===== src/rtl/dram_req_arbiter_pkg.sv =====
// dram_req_arbiter_pkg: FSM state encoding and DRAM user-port field widths
package dram_req_arbiter_pkg;

    localparam int ADDR_W  = 32;
    localparam int WDATA_W = 32;
    localparam int MASK_W  = 4;
    localparam int LINE_W  = 128;

    typedef enum logic [1:0] {
        ST_IDLE  = 2'd0,
        ST_ISSUE = 2'd1,
        ST_WAIT  = 2'd2
    } state_t;

endpackage


===== src/rtl/dram_req_arbiter_rr_picker.sv =====
// dram_req_arbiter_rr_picker: round-robin winner search starting after the last owner
module dram_req_arbiter_rr_picker #(
    parameter int N_REQ = 3,
    parameter int IDX_W = 2
) (
    input  logic [N_REQ-1:0] i_valid,
    input  logic [IDX_W-1:0] i_ptr,
    output logic [N_REQ-1:0] o_gnt,
    output logic [IDX_W-1:0] o_idx,
    output logic             o_any
);

    logic w_found;

    // Walk ptr+1 .. ptr+N_REQ with an explicit mod so non-power-of-2 counts never alias;
    // the last candidate is ptr itself, so the previous owner only wins when it is alone.
    always_comb begin
        w_found = 1'b0;
        o_gnt   = '0;
        o_idx   = '0;
        for (int i = 1; i <= N_REQ; i++) begin
            automatic int k = (int'(i_ptr) + i) % N_REQ;
            if (!w_found && i_valid[k]) begin
                w_found  = 1'b1;
                o_gnt[k] = 1'b1;
                o_idx    = IDX_W'(k);
            end
        end
        o_any = w_found;
    end

endmodule


===== src/rtl/dram_req_arbiter.sv =====
// dram_req_arbiter: round-robin sharing of a single-outstanding DRAM user port
module dram_req_arbiter
    import dram_req_arbiter_pkg::*;
#(
    parameter int N_REQ   = 3,
    parameter int IDX_W   = 2,
    parameter int TIMEOUT = 65535
) (
    input  logic                     i_clk,
    input  logic                     i_rst_x,
    input  logic [N_REQ-1:0]         i_req_valid,
    input  logic [N_REQ-1:0]         i_req_we,
    input  logic [ADDR_W*N_REQ-1:0]  i_req_addr,
    input  logic [WDATA_W*N_REQ-1:0] i_req_wdata,
    input  logic [MASK_W*N_REQ-1:0]  i_req_mask,
    output logic [N_REQ-1:0]         o_req_ready,
    output logic [N_REQ-1:0]         o_resp_valid,
    output logic [LINE_W-1:0]        o_resp_data,
    output logic [IDX_W-1:0]         o_gnt_idx,
    output logic                     o_timeout,
    output logic                     o_dram_rd_en,
    output logic                     o_dram_wr_en,
    output logic [ADDR_W-1:0]        o_dram_addr,
    output logic [WDATA_W-1:0]       o_dram_data,
    output logic [MASK_W-1:0]        o_dram_mask,
    input  logic [LINE_W-1:0]        i_dram_data,
    input  logic                     i_dram_busy
);

    localparam int CNT_W = $clog2(TIMEOUT + 1);

    state_t              r_state;
    logic [IDX_W-1:0]    r_ptr;
    logic [CNT_W-1:0]    r_wcnt;
    logic                r_we;

    logic [N_REQ-1:0]    w_gnt_oh;
    logic [IDX_W-1:0]    w_gnt_idx;
    logic                w_any;
    logic                w_we;
    logic [ADDR_W-1:0]   w_addr;
    logic [WDATA_W-1:0]  w_wdata;
    logic [MASK_W-1:0]   w_mask;
    logic [CNT_W-1:0]    w_wcnt_inc;
    logic                w_done;

    dram_req_arbiter_rr_picker #(
        .N_REQ (N_REQ),
        .IDX_W (IDX_W)
    ) u_picker (
        .i_valid (i_req_valid),
        .i_ptr   (r_ptr),
        .o_gnt   (w_gnt_oh),
        .o_idx   (w_gnt_idx),
        .o_any   (w_any)
    );

    // One-hot AND-OR select of the winner's payload
    always_comb begin
        w_addr  = '0;
        w_wdata = '0;
        w_mask  = '0;
        for (int k = 0; k < N_REQ; k++) begin
            w_addr  |= i_req_addr[k*ADDR_W +: ADDR_W]    & {ADDR_W{w_gnt_oh[k]}};
            w_wdata |= i_req_wdata[k*WDATA_W +: WDATA_W] & {WDATA_W{w_gnt_oh[k]}};
            w_mask  |= i_req_mask[k*MASK_W +: MASK_W]    & {MASK_W{w_gnt_oh[k]}};
        end
    end

    assign w_we       = |(i_req_we & w_gnt_oh);
    assign w_wcnt_inc = (r_wcnt == CNT_W'(TIMEOUT)) ? r_wcnt : r_wcnt + CNT_W'(1);
    // r_wcnt == 0 marks the first WAIT cycle, where busy may not have risen yet
    assign w_done     = (r_wcnt != '0) && !i_dram_busy;

    // Arbitration / command / completion FSM with all outputs registered
    always_ff @(posedge i_clk or negedge i_rst_x) begin
        if (!i_rst_x) begin
            r_state      <= ST_IDLE;
            r_ptr        <= IDX_W'(N_REQ - 1);
            r_wcnt       <= '0;
            r_we         <= 1'b0;
            o_req_ready  <= '0;
            o_resp_valid <= '0;
            o_resp_data  <= '0;
            o_gnt_idx    <= '0;
            o_timeout    <= 1'b0;
            o_dram_rd_en <= 1'b0;
            o_dram_wr_en <= 1'b0;
            o_dram_addr  <= '0;
            o_dram_data  <= '0;
            o_dram_mask  <= '0;
        end else begin
            o_req_ready  <= '0;
            o_resp_valid <= '0;
            o_dram_rd_en <= 1'b0;
            o_dram_wr_en <= 1'b0;
            case (r_state)
                ST_IDLE: begin
                    if (w_any && !i_dram_busy) begin
                        o_req_ready <= w_gnt_oh;
                        o_gnt_idx   <= w_gnt_idx;
                        r_ptr       <= w_gnt_idx;
                        r_we        <= w_we;
                        o_dram_addr <= w_addr;
                        o_dram_data <= w_wdata;
                        o_dram_mask <= w_mask;
                        r_state     <= ST_ISSUE;
                    end
                end
                ST_ISSUE: begin
                    o_dram_rd_en <= !r_we;
                    o_dram_wr_en <= r_we;
                    r_wcnt       <= '0;
                    r_state      <= ST_WAIT;
                end
                ST_WAIT: begin
                    r_wcnt <= w_wcnt_inc;
                    if (w_wcnt_inc == CNT_W'(TIMEOUT))
                        o_timeout <= 1'b1;
                    if (w_done) begin
                        o_resp_valid <= N_REQ'(1) << o_gnt_idx;
                        if (!r_we)
                            o_resp_data <= i_dram_data;
                        r_state <= ST_IDLE;
                    end
                end
                default: r_state <= ST_IDLE;
            endcase
        end
    end

endmodule


===== config.mk =====
export PLATFORM = sky130hd
export DESIGN_NAME = dram_req_arbiter
export DESIGN_NICKNAME = d
export VERILOG_FILES = /design/src/rtl/dram_req_arbiter_pkg.sv /design/src/rtl/dram_req_arbiter_rr_picker.sv /design/src/rtl/dram_req_arbiter.sv
export SDC_FILE = /design/constraint.sdc
export NUM_CORES = 1
export LEC_CHECK = 0
export BUFFER_PORTS_ARGS = -buffer_cell sky130_fd_sc_hd__buf_2
export CORE_AREA = 10 10 203 205
export CTS_BUF_LIST = sky130_fd_sc_hd__clkbuf_8 sky130_fd_sc_hd__clkbuf_16
export DETAILED_ROUTE_END_ITERATION = 10
export DIE_AREA = 0 0 213 215
export HOLD_SLACK_MARGIN = 0.05
export PLACE_DENSITY_LB_ADDON = 0.12
export SKIP_CTS_REPAIR_TIMING = 1
export SLEW_MARGIN = 10
export SYNTH_ARGS = -nofsm -noshare
export SYNTH_HDL_FRONTEND = slang
export SYNTH_SLANG_ARGS = --single-unit
export TNS_END_PERCENT = 20

===== constraint.sdc =====
create_clock -name i_clk -period 5.8 [get_ports i_clk]
set_clock_uncertainty 0.05 [all_clocks]
set_input_delay 1.16 -clock i_clk [delete_from_list [all_inputs] [get_ports i_clk]]
set_output_delay 1.16 -clock i_clk [all_outputs]
set_load 0.005 [all_outputs]

Word level (Yosys, flattened, before mapping)
Index checks and enable logic that the tools add are counted.

cells by class
  div/mod/pow operators = 3
  shifts and indexed selects = 1
  $lt $le $gt $ge = 6
  mux-type cells = 35
  reduce and logical (&&, ||, !) cells = 19
  bitwise operators = 19
  add/sub/neg operators = 4
  $mul = 0
  equality and inequality tests = 6

operators by type and width
  operator                                                     number
  AND 32 bit                                                   6
  OR 32 bit                                                    4
  >= comparator 32 x 1 -> 1 bit, second input constant         3
  less-than comparator 32 x 4 -> 1 bit, second input constant  3
  modulo 32 x 3 -> 32 bit, second input constant               3
  == test 16 bit, second input constant                        2
  case mux 16 bit (2 select lines)                             1
  two-way mux 3 bit                                            7
  adder 16 x 1 -> 16 bit, second input constant                1
  two-way mux 16 bit                                           1
  nonzero test 16 bit                                          1
  two-way mux 1 bit                                            14
  AND 4 bit                                                    3
  two-way mux 2 bit                                            5
  OR 4 bit                                                     2
  logical AND 1 bit                                            7
  adder 2 x 2 -> 3 bit, second input constant                  2
  binary-select mux 1 bit (select 2 bit)                       3
  demux 1 bit (select 2 bit)                                   3
  OR 3 bit                                                     2
  case mux 2 bit (3 select lines)                              1
  AND reduction 2 bit                                          3
  logical NOT 1 bit                                            4
  inequality test 2 bit, second input constant                 2
  other kinds (10)                                             10

word-level totals
  bits in latches = 0
  ROM bits = 0
  memories = 0
  output and inout bits = 207
  register bits = 228
  logic and storage cells = 107
  input port bits = 341
  bits in writable memories = 0

Logic depth before layout (Yosys ltp)
Gate-level depths: netlist (run 1).

  depth in word-level cells = 15
  depth in mapped cells = 12
  mapped depth without buffers = 8

Hierarchy
Synthesis (run 1) repeated with hierarchy kept, for this count alone.

unflattened totals
  cell total of the unflattened synthesis = 833
  area, all modules = 10,124.7 µm²

modules (own cells, without submodules)
  module                      area an instance (µm²)  sequential area each (µm²)  instances  cells an instance
  dram_req_arbiter            9,843.2                 5,681.7                     1          793
  dram_req_arbiter_rr_picker  281.5                   0.0                         1          40

Worst setup path before layout (run 1)
Ideal clock, no wire load.

  path type = input to register
  start = input i_req_valid[1]
  end = register o_dram_addr[0]
  path buffers = 2
  setup time = 0.126 ns
  stages on the path = 7
  data required time = 5.624 ns
  slack = 3.192 ns
  data arrival time = 2.432 ns
  path through = mux2i_1 -> o22ai_2 -> o311ai_1 -> buf_4 -> a211oi_4 -> buf_6 -> a221o_1

on the way
  word-level cells in the longest chain between the ends = 13
  elaborated cells on any way between the ends = 28
  classes of those cells = mux (15); bitwise (7); reduce/logical (6)

RTL lines
  item                                                  line                              text
  from (decl)                                           dram_req_arbiter.sv:11            input logic [N_REQ-1:0] i_req_valid,
  binary-select mux 1 bit (select 2 bit)                dram_req_arbiter_rr_picker.sv:23  if (!w_found && i_valid[k]) begin
  two-way mux 1 bit (implied by the code) (2 in a row)  dram_req_arbiter_rr_picker.sv:23
  two-way mux 1 bit                                     dram_req_arbiter_rr_picker.sv:23
  logical NOT 1 bit                                     dram_req_arbiter_rr_picker.sv:23
  logical AND 1 bit                                     dram_req_arbiter_rr_picker.sv:23
  two-way mux 1 bit                                     dram_req_arbiter_rr_picker.sv:23
  logical NOT 1 bit                                     dram_req_arbiter_rr_picker.sv:23
  logical AND 1 bit                                     dram_req_arbiter_rr_picker.sv:23
  two-way mux 3 bit                                     dram_req_arbiter_rr_picker.sv:23
  AND 32 bit                                            dram_req_arbiter.sv:64            w_addr |= i_req_addr[k*ADDR_W +: ADDR_W] & {ADDR_W{w_gnt_oh[k]}};
  OR 32 bit (2 in a row)                                dram_req_arbiter.sv:64
  to (signal assigned)                                  dram_req_arbiter.sv:104           o_dram_addr <= w_addr;
  to (decl)                                             dram_req_arbiter.sv:23            output logic [ADDR_W-1:0] o_dram_addr,

Parallel ways exist; a longest one is shown, timed or not. The select of a mux whose other input is x is not followed.
A chain may end at the register's enable or synchronous reset.

Worst setup path in the final report (run 1)
  start = register r_wcnt[0]
  end = register o_resp_data[20]

on the way
  word-level cells in the longest chain between the ends = 3

RTL lines
  item                                  line                     text
  from (decl)                           dram_req_arbiter.sv:34   logic [CNT_W-1:0] r_wcnt;
  from (signal assigned)                dram_req_arbiter.sv:117  r_wcnt <= w_wcnt_inc;
  nonzero test 16 bit                   dram_req_arbiter.sv:73   assign w_done = (r_wcnt != '0) && !i_dram_busy;
  logical AND 1 bit                     dram_req_arbiter.sv:73
  AND reduction 3 bit (no source line)  --
  to (signal assigned)                  dram_req_arbiter.sv:123  o_resp_data <= i_dram_data;
  to (decl)                             dram_req_arbiter.sv:18   output logic [LINE_W-1:0] o_resp_data,

Every way passes these cells.

==> results of run 1 <==
-- state kept, by name (all words and copies together), names as in the netlist --
| name | count |
|---|---|
| o_gnt_idx | 2 |
| r_state | 2 |
| o_timeout | 1 |
| o_dram_addr | 32 |
| r_we | 1 |
| r_wcnt | 16 |
| o_resp_valid | 3 |
| r_ptr | 1 |
| o_dram_mask | 4 |
| o_req_ready | 3 |
| o_dram_rd_en | 1 |
| o_dram_data | 32 |
| o_resp_data | 128 |
| o_dram_wr_en | 1 |
-- metal layers --
layer | vias to the layer above | track usage (%)
met4 | 12 | 4.17
met5 | - | 0
met2 | 437 | 30.4
met1 | 4399 | 20.7
met3 | 53 | 6.78
li1 | 4273 | -
-- how the worst min path moves through the flow --
stage               depth (start not counted)  slack, ns       startpoint               to
floorplan                                   1       0.38             r_we     o_dram_rd_en
global placement                            1       0.41        o_timeout        o_timeout
detailed placement                          1       0.43  o_resp_data[12]  o_resp_data[12]
CTS                                         1       0.44  o_resp_data[12]  o_resp_data[12]
global route                                1       0.45  o_resp_data[83]  o_resp_data[83]
finish                                      1       0.43  o_resp_data[54]  o_resp_data[54]
-- cells in the mapped netlist (all sizes together), types with 3 or more instances --
library cell,count
a21oi,22
a221o,69
a22o,3
and4,3
buf,57
clkbuf,9
dfrtp,226
ha,10
inv,81
mux2,129
mux2i,5
nand2,100
nand3,12
nand4,8
nor2,16
nor3,8
nor4,3
o2111ai,3
o21ai,16
o31ai,76
-- final cells by class --
class | instances | area share [%]
Antenna cell | 4 | 0.0691
Clock buffer | 35 | 5.58
Clock inverter | 17 | 1.27
Inverter | 81 | 2.10
Multi-Input combinational cell | 514 | 28.2
Sequential cell | 227 | 39.2
Tap cell | 474 | 4.09
Timing Repair Buffer | 554 | 19.5
-- placed cells by master (no fill, tap or decap), types with 12 or more instances in the layout --
cell,synthesis,final
o31ai_1,76,76
o21ai_0,15,15
clkbuf_16,0,29
nand2_1,100,100
mux2_1,120,120
dfrtp_1,226,226
a221o_1,69,69
nand3_1,12,12
nor2_1,16,15
a21oi_1,20,20
buf_2,23,546
inv_1,81,86
-- cell families after synthesis --
kind of cell / after synthesis
AO/OA/AOI/OAI: 209
adder cells (fa/ha/maj): 10
buffers and inverters: 147
flip-flops: 227
multiplexers: 134
AND/OR/NAND/NOR: 161
-- where the power goes --
part	switching, mW	internal (mW)
clock	0.708	1.16
sequential	0.302	2.18
combinational	1.47	1.21
-- worst max-delay path, stage by stage (launching register included) --
cell and delay (ns):
dfrtp_1 0.47, inv_1 0.12, ha_1 0.16, nor4b_1 0.22
a41oi_1 0.21, nand2_1 0.18, or2_4 0.67, buf_4 0.88
mux2_2 0.42
-- stage by stage --
stage                     instance area (um^2)  worst slack [ns]  std cells
final                                    14500              2.19       1906
after global routing                     14500              1.95       1905
after CTS                                14500              2.18       1902
after detailed placement                 13500              2.01       1850
after global placement                   13500              2.03       1850
after floorplan                          10500              3.19        888
==> results.json, run 1 <==
{
  "status": "finished, final reports clean",
  "drtAntennaViolNets": 0,
  "area.growth.synth_to_final_pct": 37.6,
  "yosysTopAreaCellShare_pct": 53.7,
  "min_period_ns": 3.61,
  "die_area_mm2": 0.0458,
  "yosys_register_bits": 227,
  "wl_per_cell_um": 22.7,
  "grt_max_degree": 146,
  "cap_violations": 0,
  "numCtsBuffers": 28,
  "io_buffers": 547,
  "final-seq-area_mm2": 0.00568,
  "top_layer_used": "met5",
  "timing.fmax_mhz": 277,
  "synth_fa_ha_area_share_pct": 1.19,
  "synth_nets": 1239,
  "grt_pass1_vias": 9415,
  "synth_top_family_by_area": "compound AO/OA/AOI/OAI gates",
  "synth.area.top_cells": "dfrtp_1 54%, mux2_1 13%, a221o_1 6.6%",
  "end_kind": "flop",
  "synth.cell_area_mm2": 0.0105,
  "yosysUniqueCellTypes": 53,
  "die_x_um": 213,
  "leakage_nw": 7.96,
  "routed_wl_um": 43200,
  "setup-violations-final": 0,
  "dieHeight_um": 215,
  "r2r_cells": 8,
  "reg2reg_slack_ns": 2.19,
  "clock_tree.buffer_depth": 3,
  "drv_slew": 0,
  "max-vdd-ir-drop_uv": 232,
  "timing.final.hold_violations": 0,
  "synth.area.mux_share_pct": 14.3,
  "synth_compound_area_share_pct": 16.2,
  "reg2reg_from": "r_wcnt[0]",
  "grt_pass1_wl_um": 62500,
  "htreeDepth": 1,
  "tightest_slew_ns": 1.08,
  "crit_start": "r_wcnt[0]",
  "nFillCells": 3749,
  "clk_pin_slew_worst_paths_ns": 0.06,
  "rr_endpoint": "o_resp_data[20]",
  "power.density_mw_per_mm2": 485,
  "drt_iter0_drc": 603,
  "cts-root-buf": "clkbuf_16",
  "io_pins": 548,
  "ys_seq_area_share_pct": 54.0,
  "drt_first_pass_iters": 5,
  "post-route-util_pct": 38.9,
  "yosys.area.top_type": "dfrtp_1",
  "grt_remaining_overflow": 0,
  "cts_tree": "done",
  "core_mm2": 0.0372,
  "final_nets": 1757,
  "antenna_found_initial": 11,
  "rsz0062_at_grt": "no",
  "place.gp.congestion": 0.880,
  "synthCells": 888,
  "cp_max_fo": 74,
  "hold_path.class": "reg -> reg",
  "max-slew-margin-rel_pct": 27.2,
  "drc": 0,
  "via_count": 9174,
  "grt_usage_pct": 17.8,
  "cp.arrival_ns": 3.97,
  "routedLengthMet1_um": 16800,
  "dp_hpwl_um": 33500,
  "synthSimpleGateAreaFrac_pct": 6.73,
  "synth_xor_area_share_pct": 0,
  "cts.sinks": 227,
  "clkLatencyLatePin_ns": 0.55,
  "ys_warn_count": 0,
  "ys.flop_type": "dfrtp_1",
  "worstSetupStartpointType": "flop",
  "async_flop_share_pct": 100,
  "start_util_pct": 28.3,
  "avgViaCountPerCell": 4.81,
  "dr_wl_met3_um": 4560,
  "multi_input_comb_area_mm2": 0.00409,
  "p_total_mw": 7.03,
  "tns_ns": 0,
  "dr_wl_met2_um": 21100,
  "critical_path_class": "reg -> reg",
  "final_layout_size_suffix_gt1_share_pct": 43.5,
  "holdWs_ns": 0.431,
  "required_ns": 6.17,
  "rows": 71,
  "fin_crit_sh_pct": 62.2,
  "synth_edf_count": 0,
  "avgSynthCellArea_um2": 11.9,
  "crit_end": "o_resp_data[20]"
}
Note: power is estimated with default switching activity, not from simulation.
==> run 2: changes to the inputs <==
==> constraint.sdc (replaced) <==
create_clock -name i_clk -period 3.5 [get_ports i_clk]
set_clock_uncertainty 0.05 [all_clocks]
set_input_delay 0.7 -clock i_clk [delete_from_list [all_inputs] [get_ports i_clk]]
set_output_delay 0.7 -clock i_clk [all_outputs]
set_load 0.005 [all_outputs]
==> results.json, run 2 (synthesized netlist as in run 1, its figures left out) <==
{
  "status": "finished, final reports clean",
  "final_cell_mix": "546 x buf_2, 226 x dfrtp_1, 120 x mux2_1, 100 x nand2_1, 85 x inv_1",
  "setup-violations-final": 0,
  "layout_commonest_cell": "buf_2",
  "dieHeight_um": 215,
  "via_count": 9171,
  "slowest_stage": "o311ai_4",
  "io_buffers": 547,
  "pwr-share-clk_pct": 25.9,
  "area.growth.synth_to_final_pct": 38.9,
  "die_x_um": 213,
  "required_ns": 3.87,
  "cp_cell_sequence": "inv_1 -> ha_1 -> mux2i_1 -> o22ai_2 -> o311ai_4 -> a211oi_4 -> buf_4 -> a221o_1",
  "start_util_pct": 28.3,
  "max-slew-margin-rel_pct": 40.1,
  "rows": 71,
  "grt_usage_pct": 17.8,
  "htreeDepth": 1,
  "cp_top_family": "compound AO/OA/AOI/OAI gates",
  "grt_pass1_vias": 9344,
  "p_int_mw": 7.54,
  "largest_reg_flops": 128,
  "clock_tree.buffer_depth": 3,
  "wl_per_cell_um": 22.5,
  "hold_path.class": "in -> async",
  "power.density_mw_per_mm2": 793,
  "drc": 0,
  "swShare_pct": 35.0,
  "dp_hpwl_um": 33800,
  "r2r_cells": 8,
  "tns_ns": 0,
  "grt_max_degree": 81,
  "dpl.cell_count": 1863,
  "grt_remaining_overflow": 0,
  "fin_crit_sh_pct": 86.1,
  "cp.arrival_ns": 3.38,
  "rr_endpoint": "o_dram_addr[18]",
  "largest_register": "o_resp_data",
  "sequentialPowerShare_pct": 35.4,
  "tightest_slew_ns": 0.898,
  "drt_first_pass_iters": 5,
  "cap_violations": 0,
  "p_switching_mw": 4.06,
  "cts-root-buf": "clkbuf_16",
  "drtAntennaViolNets": 0,
  "worstSetupStartpointType": "flop",
  "cts.sinks": 227,
  "max-vdd-ir-drop_uv": 366,
  "cts_tree": "done",
  "reg2reg_slack_ns": 0.49,
  "place.gp.congestion": 0.814,
  "final-seq-area_mm2": 0.00568,
  "multi_input_comb_area_mm2": 0.00408,
  "antenna_found_initial": 11,
  "routed_wl_um": 43100,
  "clk_pin_slew_worst_paths_ns": 0.06,
  "leakage_nw": 8.03,
  "critical_path_class": "reg -> reg",
  "numCtsBuffers": 27,
  "min_period_ns": 3.01,
  "drv_slew": 0,
  "grt_pass1_wl_um": 62500,
  "final_nets": 1769,
  "reg_top3": "o_resp_data x128, o_dram_addr x32, o_dram_data x32",
  "comb_power_share_pct": 38.7,
  "final_layout_size_suffix_gt1_share_pct": 43.8,
  "clkLatencyLatePin_ns": 0.54,
  "reg2reg_from": "o_gnt_idx[0]",
  "core_mm2": 0.0372,
  "post_layout_nonfiller_instances": 1913,
  "avgViaCountPerCell": 4.79,
  "end_kind": "flop",
  "timing.fmax_mhz": 332,
  "path_buf_inv": 2,
  "nFillCells": 3744,
  "rsz0062_at_grt": "no",
  "io_pins": 548,
  "drt_iter0_drc": 417,
  "cp_max_fo": 70,
  "cp_slowest_stage_delay_ns": 0.55,
  "timing.final.hold_violations": 0,
  "die_area_mm2": 0.0458
}
==> run 2: changes by cell type in the layout (fill, tap and decap cells not counted), sizes merged <==
cell,change
inv,+1
bufinv,+1
clkinv,-3
clkbuf,-4
clkinvlp,-1
buf,+13
==> run 2: power by group through the flow <==
stage / Sequential [mW] / Clock [mW] / Combinational, mW
2_1_floorplan: 4.22 / 0 / 2.48
3_3_place_gp: 4.13 / 0 / 4.54
3_5_place_dp: 4.14 / 0 / 4.59
4_1_cts: 4.12 / 3.11 / 4.58
5_1_grt: 4.24 / 3.22 / 4.95
6_report: 4.10 / 3.00 / 4.49
==> run 2: how the worst max path moves through the flow <==
stage,cells after the start,start,endpoint
floorplan,10,o_gnt_idx[0],o_dram_addr[0]
global placement,8,o_gnt_idx[0],o_dram_addr[23]
detailed placement,8,o_gnt_idx[0],o_dram_addr[1]
CTS,8,o_gnt_idx[0],o_dram_addr[9]
global route,8,o_gnt_idx[0],o_dram_addr[18]
finish,8,o_gnt_idx[0],o_dram_addr[18]
==> run 2: layout make-up <==
type / count / area share, %
antenna: 4 / 0.0684
tap: 474 / 4.06
inverter: 81 / 2.08
sequential: 227 / 38.9
multi-input combinational: 514 / 27.9
timing repair buffer: 567 / 20.6
clock inverter: 15 / 1.45
clock buffer: 31 / 5.00
==> run 2: layer usage <==
metal,global-route usage (%),wire (um)
met1,21.0,17000
met2,29.8,20600
met3,6.59,4690
met4,4.48,764
met5,0,64
==> run 2: metrics by stage <==
stage               hold WS [ns]  worst slack [ns]  area [um^2]  total power, mW  util (%)
finish                    0.0924             0.486        14600             11.6      39.3
global route               0.113             0.356        14600             12.4      39.3
CTS                       0.0906             0.511        14600             11.8      39.3
detailed placement         0.413             0.554        13700             8.74      36.7
global placement           0.419             0.580        13700             8.67      36.7
floorplan                  0.354              1.08        10500             6.70         -
==> run 3: changes to the inputs <==
--- a/config.mk
+++ b/config.mk
@@ -7,7 +7,6 @@
 export LEC_CHECK = 0
 export BUFFER_PORTS_ARGS = -buffer_cell sky130_fd_sc_hd__buf_2
 export CORE_AREA = 10 10 203 205
-export CTS_BUF_LIST = sky130_fd_sc_hd__clkbuf_8 sky130_fd_sc_hd__clkbuf_16
 export DETAILED_ROUTE_END_ITERATION = 10
 export DIE_AREA = 0 0 213 215
 export HOLD_SLACK_MARGIN = 0.05
==> results.json, run 3 (synthesized netlist as in run 1, its figures left out) <==
{
  "status": "finished, final reports clean",
  "critical_path_class": "reg -> reg",
  "fin_crit_sh_pct": 85.8,
  "rsz0062_at_grt": "no",
  "place.gp.congestion": 0.814,
  "pwr-share-clk_pct": 26.0,
  "drc": 0,
  "io_pins": 548,
  "reg_top3": "o_resp_data x128, o_dram_addr x32, o_dram_data x32",
  "largest_register": "o_resp_data",
  "hold_path.class": "in -> async",
  "grt_pass1_wl_um": 62500,
  "slowest_stage": "o311ai_4",
  "clk_pin_slew_worst_paths_ns": 0.06,
  "power.density_mw_per_mm2": 794,
  "die_x_um": 213,
  "clock_tree.buffer_depth": 3,
  "rows": 71,
  "area.growth.synth_to_final_pct": 38.9,
  "grt_usage_pct": 17.8,
  "cap_violations": 0,
  "cp_cell_sequence": "inv_1 -> ha_1 -> mux2i_1 -> o22ai_2 -> o311ai_4 -> a211oi_4 -> buf_4 -> a221o_1",
  "reg2reg_slack_ns": 0.50,
  "drt_iter0_drc": 415,
  "cts-root-buf": "clkbuf_16",
  "final_cell_mix": "546 x buf_2, 226 x dfrtp_1, 120 x mux2_1, 100 x nand2_1, 81 x inv_1",
  "dpl.cell_count": 1863,
  "antenna_found_initial": 11,
  "via_count": 9164,
  "largest_reg_flops": 128,
  "timing.fmax_mhz": 333,
  "avgViaCountPerCell": 4.79,
  "swShare_pct": 35.0,
  "setup-violations-final": 0,
  "grtUsageMet1_pct": 21.0,
  "drv_slew": 0,
  "clkLatencyLatePin_ns": 0.54,
  "leakage_nw": 8.01,
  "timing.final.hold_violations": 0,
  "cp.arrival_ns": 3.37,
  "numCtsBuffers": 27,
  "cp_max_fo": 70,
  "core_mm2": 0.0372,
  "max-vdd-ir-drop_uv": 365,
  "post_layout_nonfiller_instances": 1913,
  "tightest_slew_ns": 0.886,
  "final_layout_size_suffix_gt1_share_pct": 43.8,
  "max-slew-margin-rel_pct": 40.9,
  "worstSetupStartpointType": "flop",
  "grt_remaining_overflow": 0,
  "sequentialPowerShare_pct": 35.4,
  "pre_cts_ws_ns": 0.554,
  "end_kind": "flop",
  "comb_power_share_pct": 38.7,
  "grt_use_met3_pct": 6.59,
  "dieHeight_um": 215,
  "routed_wl_um": 43100,
  "layout_commonest_cell": "buf_2",
  "path_buf_inv": 2,
  "dp_hpwl_um": 33800,
  "cts_tree": "done",
  "htreeDepth": 1,
  "drtAntennaViolNets": 0,
  "p_switching_mw": 4.06,
  "required_ns": 3.87,
  "wl_per_cell_um": 22.5,
  "rr_endpoint": "o_dram_addr[9]",
  "layout_setup_ws_ns": 0.498,
  "reg2reg_from": "o_gnt_idx[0]",
  "grt_pass1_vias": 9342,
  "io_buffers": 547,
  "top_usage_layer": "met2",
  "die_area_mm2": 0.0458,
  "cts.sinks": 227,
  "tns_ns": 0,
  "min_period_ns": 3.00,
  "cp_top_family": "compound AO/OA/AOI/OAI gates",
  "p_int_mw": 7.55,
  "start_util_pct": 28.3,
  "grt_max_degree": 81,
  "cp_slowest_stage_delay_ns": 0.55,
  "drt_first_pass_iters": 5,
  "nFillCells": 3744,
  "r2r_cells": 8,
  "final_nets": 1769,
  "use_met2_pct": 29.8
}
[run 3: through the flow]
| step | power (mW) | cell area [um^2] | hold slack [ns] | util, % |
|---|---|---|---|---|
| finish | 11.6 | 14600 | 0.0923 | 39.3 |
| global route | 12.4 | 14600 | 0.113 | 39.3 |
| CTS | 11.8 | 14600 | 0.0906 | 39.3 |
| detailed placement | 8.74 | 13700 | 0.413 | 36.7 |
| global placement | 8.67 | 13700 | 0.419 | 36.7 |
| floorplan | 6.70 | 10500 | 0.354 | - |
[run 3: power by group through the flow]
stage	sequential (mW)	clock, mW	combinational [mW]
floorplan	4.22	0	2.48
global placement	4.13	0	4.54
detailed placement	4.14	0	4.59
CTS	4.12	3.12	4.58
global route	4.24	3.23	4.95
finish	4.11	3.02	4.49
[run 3: worst max path at each step]
stage / start / endpoint / slack, ns / cells after the start
CTS: o_gnt_idx[0] / o_dram_addr[9] / 0.51 / 8
floorplan: o_gnt_idx[0] / o_dram_addr[0] / 1.08 / 10
detailed placement: o_gnt_idx[0] / o_dram_addr[1] / 0.55 / 8
global placement: o_gnt_idx[0] / o_dram_addr[23] / 0.58 / 8
global route: o_gnt_idx[0] / o_dram_addr[18] / 0.36 / 8
finish: o_gnt_idx[0] / o_dram_addr[9] / 0.50 / 8
[run 3: final cells by class]
cell class	count	area (um^2)	area share, %
Inverter	81	304	2.08
Clock buffer	35	746	5.10
Clock inverter	11	198	1.35
Timing Repair Buffer	567	3010	20.6
Multi-Input combinational cell	514	4080	27.9
Tap cell	474	593	4.06
Antenna cell	4	10.0	0.0684
Sequential cell	227	5680	38.9
[run 3: per-layer routing]
layer / vias to the layer above / wire [um] / part of all wire, %
li1: 4293 / - / -
met1: 4376 / 17000 / 39
met3: 58 / 4640 / 11
met5: - / 64 / 0.15
met2: 427 / 20600 / 48
met4: 10 / 770 / 1.8
[run 3: worst register-to-register path, cell delays in order (launching register included)]
cell	delay [ns]
dfrtp_1	0.34
inv_1	0.08
ha_1	0.50
mux2i_1	0.27
o22ai_2	0.14
o311ai_4	0.55
a211oi_4	0.04
buf_4	0.38
a221o_1	0.54
